<file path="src/rtl/ins_fetch_queue_pkg.sv">
// ins_fetch_queue_pkg: opcodes, immediate decoders and FSM states for the fetch/queue stage.
package ins_fetch_queue_pkg;
  localparam logic [6:0] OP_JAL = 7'b1101111;
  localparam logic [6:0] OP_BRANCH = 7'b1100011;
  typedef enum logic {S_RUN, S_DISCARD} state_t;
  function automatic logic [31:0] imm_j(input logic [31:0] ins);
    return {{12{ins[31]}}, ins[19:12], ins[20], ins[30:21], 1'b0};
  endfunction
  function automatic logic [31:0] imm_b(input logic [31:0] ins);
    return {{20{ins[31]}}, ins[7], ins[30:25], ins[11:8], 1'b0};
  endfunction
endpackage

</file>
<file path="src/rtl/ins_fetch_queue_fifo.sv">
// iq_fifo: circular buffer with head/tail/count, push, pop and synchronous clear.
module iq_fifo #(
  parameter int DEPTH = 16,
  parameter int W = 32
) (
  input  logic                   clk,
  input  logic                   rst,
  input  logic                   push,
  input  logic                   pop,
  input  logic                   clear,
  input  logic [W-1:0]           din,
  output logic [W-1:0]           dout,
  output logic [$clog2(DEPTH):0] count
);
  localparam int AW = $clog2(DEPTH);
  logic [W-1:0] mem [DEPTH];
  logic [AW-1:0] head, tail;
  assign dout = count != 0 ? mem[head] : '0;
  always_ff @(posedge clk)
    if (push) mem[tail] <= din;
  always_ff @(posedge clk) begin
    if (rst || clear) begin
      head <= '0;
      tail <= '0;
      count <= '0;
    end else begin
      if (push) tail <= tail + 1'b1;
      if (pop) head <= head + 1'b1;
      count <= count + (AW+1)'(push) - (AW+1)'(pop);
    end
  end
endmodule

</file>
<file path="src/rtl/ins_fetch_queue.sv">
// ins_fetch_queue: PC generation, icache fetch, BHT-steered next-PC and dispatch FIFO.
// BHT_PREDICT_EN: when defined, branches follow bht_get; otherwise branches are predicted not-taken.
module ins_fetch_queue
  import ins_fetch_queue_pkg::*;
#(
  parameter int QUEUE_DEPTH = 16,
  parameter int BHT_IDX_W = 8
) (
  input  logic                 clk,
  input  logic                 rst,
  input  logic                 rdy,
  output logic                 icache_req_valid,
  output logic [31:0]          icache_addr,
  input  logic                 icache_ready,
  input  logic [31:0]          icache_data,
  output logic [BHT_IDX_W-1:0] bht_id,
  input  logic                 bht_get,
  output logic                 iq_out_valid,
  output logic [31:0]          iq_out_ins,
  output logic [31:0]          iq_out_pc,
  output logic                 iq_out_pred,
  output logic [BHT_IDX_W-1:0] iq_out_bht_id,
  input  logic                 iq_out_ready,
  input  logic                 rob_flush,
  input  logic [31:0]          rob_flush_pc
);
  localparam int EW = 65 + BHT_IDX_W;
  state_t state;
  logic [31:0] pc, next_pc;
  logic [$clog2(QUEUE_DEPTH):0] count;
  logic [BHT_IDX_W-1:0] idx;
  logic [EW-1:0] dout;
  logic is_jal, is_br, br_taken, pred, fire, pop, clear;
  assign idx = pc[BHT_IDX_W+1:2];
  assign icache_addr = pc;
  assign icache_req_valid = state == S_RUN && count < QUEUE_DEPTH;
`ifdef BHT_PREDICT_EN
  assign bht_id = idx;
  assign br_taken = bht_get;
`else
  logic unused;
  assign unused = bht_get;
  assign bht_id = '0;
  assign br_taken = 1'b0;
`endif
  assign is_jal = icache_data[6:0] == OP_JAL;
  assign is_br = icache_data[6:0] == OP_BRANCH;
  assign pred = is_jal || (is_br && br_taken);
  assign next_pc = pc + (is_jal ? imm_j(icache_data) : pred ? imm_b(icache_data) : 32'd4);
  assign fire = rdy && !rob_flush && icache_ready && icache_req_valid;
  assign pop = rdy && !rob_flush && iq_out_valid && iq_out_ready;
  assign clear = rdy && rob_flush;
  assign iq_out_valid = count != 0;
  assign {iq_out_ins, iq_out_pc, iq_out_pred, iq_out_bht_id} = dout;
  iq_fifo #(.DEPTH(QUEUE_DEPTH), .W(EW)) fifo (
    .clk(clk), .rst(rst), .push(fire), .pop(pop), .clear(clear),
    .din({icache_data, pc, pred, idx}), .dout(dout), .count(count)
  );
  // A flush with a request in flight must swallow that request's late response.
  always_ff @(posedge clk) begin
    if (rst) begin
      state <= S_RUN;
      pc <= '0;
    end else if (rdy) begin
      if (rob_flush) pc <= rob_flush_pc;
      else if (fire) pc <= next_pc;
      state <= state == S_DISCARD ? (icache_ready ? S_RUN : S_DISCARD)
             : (rob_flush && icache_req_valid && !icache_ready ? S_DISCARD : S_RUN);
    end
  end
endmodule

</file>
<file path="config.mk">
export PLATFORM = sky130hd
export DESIGN_NAME = ins_fetch_queue
export DESIGN_NICKNAME = d
export VERILOG_FILES = /design/src/rtl/ins_fetch_queue_pkg.sv /design/src/rtl/ins_fetch_queue_fifo.sv /design/src/rtl/ins_fetch_queue.sv
export SDC_FILE = /design/constraint.sdc
export NUM_CORES = 1
export LEC_CHECK = 0
export CAP_MARGIN = 10
export CORE_MARGIN = 4
export CORE_UTILIZATION = 35
export CTS_CLUSTER_SIZE = 16
export DETAILED_ROUTE_END_ITERATION = 8
export MAX_ROUTING_LAYER = met4
export PLACE_DENSITY = 0.55
export SETUP_SLACK_MARGIN = 0.3
export SLEW_MARGIN = 20
export SYNTH_ARGS = -nofsm -noshare
export SYNTH_HDL_FRONTEND = slang
export SYNTH_SLANG_ARGS = --single-unit
</file>
<file path="constraint.sdc">
create_clock -name clk -period 7.81 [get_ports clk]
set_input_delay 2.343 -clock clk [delete_from_list [all_inputs] [get_ports clk]]
set_output_delay 2.343 -clock clk [all_outputs]
set_load 0.05 [all_outputs]
</file>
# Word level (Yosys, flattened, before mapping)
# Memory sizes are Yosys's and may differ from the RTL's. A register that Yosys moved wholly into a read port is not among the register bits.
# Cells that the tools add are included.
# classes
reduce_logical,15
mul,0
mux,11
div,0
order_cmp,1
n_bitwise,1
n_shift,0
n_addsub,5
eq_ne,1
# ops
cell,count
2-to-1 mux 32 bit,3
2-to-1 mux 73 bit,1
adder 32 bit,1
logical AND 1 bit,9
adder 4 x 1 -> 4 bit (second input constant),2
2-to-1 mux 4 bit,2
equality test 7 bit (second input constant),1
adder 5 x 1 -> 5 bit,1
less-than comparator 5 bit (second input constant),1
2-to-1 mux 1 bit,5
nonzero test 5 bit,1
subtractor 5 x 1 -> 5 bit,1
logical NOT 1 bit,2
AND reduction 2 bit,1
nonzero test 2 bit,1
logical OR 1 bit,1
inverter 1 bit,1
# totals
register_bits,46
elab_cells,40
memories,1
mem_bits_rw,1168
mem_bits_ro,0
latch_bits,0
# memory_table
memory,depth,word_bits,rd,rd_clocked_by_memory_dff,write_ports,line_no,text
fifo.mem,16,73,1,1,1,ins_fetch_queue_fifo.sv:16,logic [W-1:0] mem [DEPTH];

# Longest topological paths before layout
# Gate-level depths: netlist of run 1.
# depth
word_depth,6
depth_mapped,15
mapped_depth_nobuf,14

# Cells and area by module
# A second synthesis of run 1 with hierarchy kept.
# unflattened
hier_cells,2523
area_unflattened_um2,48290.1
# by_module_without_submodules
module,seq_area_each_um2,area_per_inst_um2,cells_each,n_inst
iq_fifo,35414.0,45304.7,2123,1
ins_fetch_queue,660.6,2985.4,400,1

# Worst setup path after synthesis of run 1
# Ideal clock, no wire load.
# synth_timing
path_type,input -> register
from,in rob_flush
to,mem fifo.mem[3][10] in the netlist's numbering (enable)
setup_ps,568
path_stages,6
slack_ps,-391
n_path_buf,2
arrival_time_ps,7633
path_cell_list,clkbuf_1 nor2b_1 and3_1 clkbuf_1 nand2_1 nor3_1
# synth_via
elab_chain_len,6
# synth_lines
item,line_no,text
from (decl),ins_fetch_queue.sv:24,"input logic rob_flush,"
logical NOT 1 bit,ins_fetch_queue.sv:50,assign fire = rdy && !rob_flush && icache_ready && icache_req_valid;
logical AND 1 bit (3 in a row),ins_fetch_queue.sv:50,
2-to-1 mux 1 bit,ins_fetch_queue_fifo.sv:20,if (push) mem[tail] <= din;
2-to-1 mux 1 bit (not written as such),ins_fetch_queue_fifo.sv:20,
to (decl),ins_fetch_queue_fifo.sv:16,
# Every way passes these cells.

==> results of run 1 <==
==> cells by family after synthesis <==
logic type               count (synthesis)  synth area share
flip-flops                            1090             0.742
multiplexers                           339             0.172
AND/OR/NAND/NOR                        296            0.0357
buffers and inverters                  154            0.0149
AO/OA/AOI/OAI                          141            0.0220
adder cells (fa/ha/maj)                 32           0.00956
XOR/XNOR                                21           0.00423
other                                    1         0.0000863
==> power by group through the flow <==
stage | registers (W) | logic [W] | clock network, W
4_1_cts | 0.00655 | 0.00229 | 0.00513
5_1_grt | 0.00655 | 0.00236 | 0.00539
3_5_place_dp | 0.00667 | 0.00229 | 0
2_1_floorplan | 0.00670 | 0.00135 | 0
6_report | 0.00655 | 0.00225 | 0.00501
3_3_place_gp | 0.00667 | 0.00224 | 0
==> sequential cells by signal, indices dropped and copies added, names as in the netlist, named ones only <==
name / flops
fifo.mem: 1040
icache_addr: 32
fifo.count: 5
fifo.head: 4
fifo.tail: 4
state: 1
==> layer usage <==
metal	vias up	wire, um	track usage
li1	9116	-	-
met4	0	1900	0.0403
met5	-	0	-
met3	139	7000	0.0333
met2	728	54600	0.278
met1	11700	48500	0.239
==> layout by cell type (no fill, tap or decap), types with 11 or more instances in the layout <==
cell	instances
edfxtp_1	1040
mux4_2	325
clkdlybuf4s50_1	175
clkbuf_16	109
and2_1	69
buf_4	60
nand2_1	54
nor2_1	47
dfxtp_1	46
clkbuf_1	35
a21oi_1	34
and3_1	30
ha_1	30
o21ai_0	24
nor3_1	24
clkinv_1	22
inv_1	17
clkinv_2	17
nand3_1	15
mux2i_1	14
xor2_1	14
buf_12	14
nor2_4	12
nand4_1	12
a31oi_1	11
==> final timing paths <==
check / start / to / slack (ps)
hold reg to reg: state / state / 500
setup / recovery: flop / iq_out_pc[14] / 1230
hold / removal: state / state / 500
setup reg to reg: icache_addr[12] / icache_addr[31] / 4230
==> through the flow <==
stage	setup slack, ps	instance area, sq um	cells
after detailed placement	925	47600	3832
after global routing	996	51000	4038
after global placement	928	47600	3831
after CTS	1050	51000	4035
after floorplan	1350	43500	2081
final	1230	51000	4039
==> layout make-up <==
cell class              instances  area [sq um]  area share
clock buffers                 148          2910      0.0571
well taps                    1637          2050      0.0401
multi-input cells             837         10700       0.210
flip-flops and latches       1090         32200       0.632
clock inverters                55           493     0.00966
inverters                      17          63.8     0.00125
repair buffers                251          2510      0.0493
diodes                          4          10.0    0.000196
==> worst register-to-register path: cells and delay by family, from the launching register on <==
| family | cells | cell delay (ps) |
|---|---|---|
| fa+ha+maj | 1 | 460 |
| simple gates | 1 | 520 |
| compound gates | 7 | 1630 |
| flops | 1 | 900 |
==> impl_metrics.ini, run 1 <==
[grt]
grt_max_degree = 94
grt_pass1_wl_um = 162000
grt_overflow_total = 0
antenna_found_initial = 12
groute.usage.overall = 0.176
grt_pass1_vias = 22300

[yosys]
synth-seq-cells = 1090
ys_top_cells_by_count = 1040 x edfxtp_1, 325 x mux4_2, 89 x clkbuf_1
synth-seq-area-share = 0.742
syn_inst = 2074
yosys.area.top_type = edfxtp_1
synthTopCellsByArea = edfxtp_1 72%, mux4_2 17%, dfxtp_1 2.3%
syn_area_sq_mm = 0.0434
ys_warn_count = 0
postSynthAreaPerCell_sq_um = 20.9
synth_flop_cell = edfxtp_1
yosysMostFrequentCell = edfxtp_1
synth_edf_count = 1040
async_flop_share = 0
synth_cell_types = 62
yosysTopAreaCellShare = 0.719

[power_and_ir_drop]
pwr-share-comb = 0.163
switching_share = 0.273
switching_power_w = 0.00377
seqPwrFrac = 0.474
intPower_w = 0.0100
power_w = 0.0138
p_per_area_mw_per_mm2 = 271
p_leak_nw = 15.7
clock_power_share = 0.363
peakVddDrop_uv = 193

[clocking]
hold_buffers = 0
root_buffer = clkbuf_16
clk_latency_ps = 690
cts.sinks = 1090
clockBufferDepth = 3
htreeDepth = 3
cts_resized = 0
cts_setup_buffers = 0
clk_pin_slew_worst_paths_ps = 60
cts_buffers = 108
cts_tree = yes

[worst_setup_path]
ff2ff_path_depth = 9
critPathLaunchType = flop
worstSetupEndpointType = output pin
crit_top_cell = mux4_2
required_ps = 5470
cp_num_cells = 5
crit_arrival_ps = 4230
cpLargestDelayFamily = buffers and inverters
worstSetupPathType = reg -> out
path_cells = buf_4 -> mux4_2 -> mux4_2 -> and2_1 -> clkdlybuf4s50_1
cp_slowest_stage_delay_ps = 960
path_buf_inv = 2
critical-path-slowest-cell = dfxtp_4
worstPathMaxFanout = 37

[detailed_routing]
wirelength_um = 112000
firstDrtPassIters = 6
drc = 0
wl_per_cell_um = 27.7
vias_per_cell = 5.36
vias = 21700
antenna_left = 0
drtIter0Drc = 2532

[floorplanning]
rows = 129
die_area_sq_mm = 0.130
core_sq_mm = 0.123
fp.dieW_um = 360
fp.dieH_um = 360
initial_core_util = 0.352
io_pins = 186

[hold_path]
holdPathStages = 2
hp-class = reg -> reg

[outcome]
outcome = finished, final reports clean

[sta]
fin_crit_ps = 6580
slew_viol_final = 0
finalCritPeriodShare = 0.842
relSlewSlack = 0.267
holdWs_ps = 497
clock_skew_ps = 20.3
worst_pin_slew_ps = 1100
rsz0062_at_grt = no
setup_viol = 0
setup_tns_ps = 0
hold_viol = 0
clock.fmax_ghz = 0.152

[placed_design]
dp_hpwl_um = 62200
portBuffers = 176
globalplace.congestion = 0.844

[job]
max-cap-violations = 0

[layout]
areaGrowthSynthToFinish_pct = 17.4
fillCellCount = 10700
layout-drive-gt1-share = 0.241
final_util = 0.413
fin_nets = 2408
Note: power is estimated with default switching activity, not from simulation.
==> inputs of run 2 (changes only) <==
- clock period: 7.81 -> 5.6 ns (I/O delays scaled with it)
==> impl_metrics.ini, run 2 (same netlist as run 1, synthesis figures left out) <==
[clocking]
clockBufferDepth = 3
root_buffer = clkbuf_16
htreeDepth = 3
clk_latency_ps = 700
cts.sinks = 1090
cts_buffers = 111
cts_tree = yes
clk_pin_slew_worst_paths_ps = 60
hold_buffers = 0

[hold_path]
hp-class = reg -> reg
holdPathEnd = state
hold_start = state
holdPathStages = 2

[detailed_routing]
drc = 0
antenna_left = 0
drtIter0Drc = 2321
firstDrtPassIters = 7
vias_per_cell = 5.35
wirelength_um = 115000
wl_per_cell_um = 28.0
vias = 21900

[floorplanning]
die_area_sq_mm = 0.130
initial_core_util = 0.352
rows = 129
fp.dieW_um = 360
io_pins = 186
core_sq_mm = 0.123
fp.dieH_um = 360

[worst_setup_path]
critical-path-slowest-cell = clkdlybuf4s50_1
ff2ff_path_depth = 12
reg2reg_to = icache_addr[22]
worstSetupPathType = reg -> out
timing.rr.start = icache_addr[4]
crit_arrival_ps = 3520
reg2reg_slack_ps = 1980
path_cells = buf_12 -> buf_12 -> mux4_2 -> mux4_2 -> and2_1 -> clkdlybuf4s50_1
critPathLaunchType = flop
worstSetupEndpointType = output pin
required_ps = 3920
worstPathMaxFanout = 36
cp_slowest_stage_delay_ps = 710

[grt]
groute.usage.overall = 0.180
grt_pass1_vias = 22800
grt_pass1_wl_um = 165000
grt_max_degree = 60
antenna_found_initial = 7
grt_overflow_total = 0

[power_and_ir_drop]
p_per_area_mw_per_mm2 = 370
switching_power_w = 0.00524
peakVddDrop_uv = 341
clock_power_share = 0.365
seqPwrFrac = 0.477
p_leak_nw = 16.5
pwr-share-comb = 0.159
power_w = 0.0192
switching_share = 0.274
intPower_w = 0.0139

[sta]
finalCritPeriodShare = 0.929
worst_pin_slew_ps = 1130
slew_viol_final = 0
clock.fmax_ghz = 0.192
fin_crit_ps = 5200
relSlewSlack = 0.247
setup_viol = 0
hold_viol = 0
rsz0062_at_grt = no
holdWs_ps = 507
clock_skew_ps = 36.0

[placed_design]
dp_hpwl_um = 64800
globalplace.congestion = 0.831
portBuffers = 176
dp_cells = 3894

[layout]
layout-drive-gt1-share = 0.271
largest_register_ffs = 1040
fin_nets = 2476
areaGrowthSynthToFinish_pct = 19.1
top_register = fifo.mem
final_cell_mix = 1040 x edfxtp_1, 325 x mux4_2, 122 x buf_4, 119 x clkdlybuf4s50_1, 112 x clkbuf_16
final_common_cell = edfxtp_1
stdcell_count = 4103

[outcome]
outcome = finished, final reports clean

[job]
max-cap-violations = 0
-- run 2: cell types whose count changed in the layout (fill, tap and decap cells not counted), moves of 11 or more --
| cell | change |
|---|---|
| buf_4 | +62 |
| clkbuf_1 | -11 |
| clkdlybuf4s50_1 | -56 |
| buf_12 | +19 |
| dlygate4sd2_1 | +23 |
| dlymetal6s2s_1 | +16 |
-- run 2: stage by stage --
step | area (sq um) | setup TNS, ps | utilization | setup WS (ps)
floorplan | 43500 | -108030 | - | -195
global placement | 48200 | -616 | 0.391 | -133
detailed placement | 48200 | -861 | 0.391 | -177
CTS | 51700 | 0 | 0.419 | 278
global route | 51700 | 0 | 0.419 | 301
finish | 51700 | 0 | 0.419 | 396
-- run 2: worst max-delay path: cells and delay by family (launching register included) --
kind	cells	cell delay, ps
buffers and inverters	3	1240
flip-flops	1	530
AND/OR/NAND/NOR	1	170
multiplexers	2	820
-- run 2: what timing repair did --
action	4_1_cts	5_1_grt
endpoints found under the setup margin	66	16
gates resized for setup	24	16
buffers inserted	3	0
pin swaps	0	0
-- run 2: worst max path at each step --
stage | endpoint | slack (ps) | start | depth (start not counted)
after floorplan | fifo.mem[7][10] | -190 | rob_flush | 6
after global placement | icache_addr[22] | -130 | icache_data[3] | 17
after detailed placement | icache_addr[22] | -180 | icache_data[3] | 17
after CTS | iq_out_bht_id[5] | 280 | flop | 5
after global routing | iq_out_ins[16] | 300 | flop | 6
final | iq_out_ins[16] | 400 | flop | 6
-- run 2: layout make-up --
class	instances	area, sq um
Sequential cell	1090	32200
Clock buffer	138	2920
Fill cell	10700	71700
Multi-Input combinational cell	837	10700
Tap cell	1637	2050
Timing Repair Buffer	316	3200
Antenna cell	2	5.00
Clock inverter	66	510
Inverter	17	63.8
-- run 2: metal layers --
layer / global-route usage / up-vias / part of all wire
met3: 0.0322 / 133 / 0.064
met5: - / - / 0
met1: 0.242 / 11800 / 0.43
met2: 0.288 / 720 / 0.49
li1: - / 9250 / -
met4: 0.0403 / 0 / 0.018
-- run 2: power by group through the flow --
| stage | Clock, W | Sequential, W | Combinational (W) |
|---|---|---|---|
| floorplan | 0 | 0.00935 | 0.00188 |
| global placement | 0 | 0.00930 | 0.00313 |
| detailed placement | 0 | 0.00931 | 0.00316 |
| CTS | 0.00718 | 0.00913 | 0.00311 |
| global route | 0.00753 | 0.00914 | 0.00321 |
| finish | 0.00698 | 0.00913 | 0.00304 |
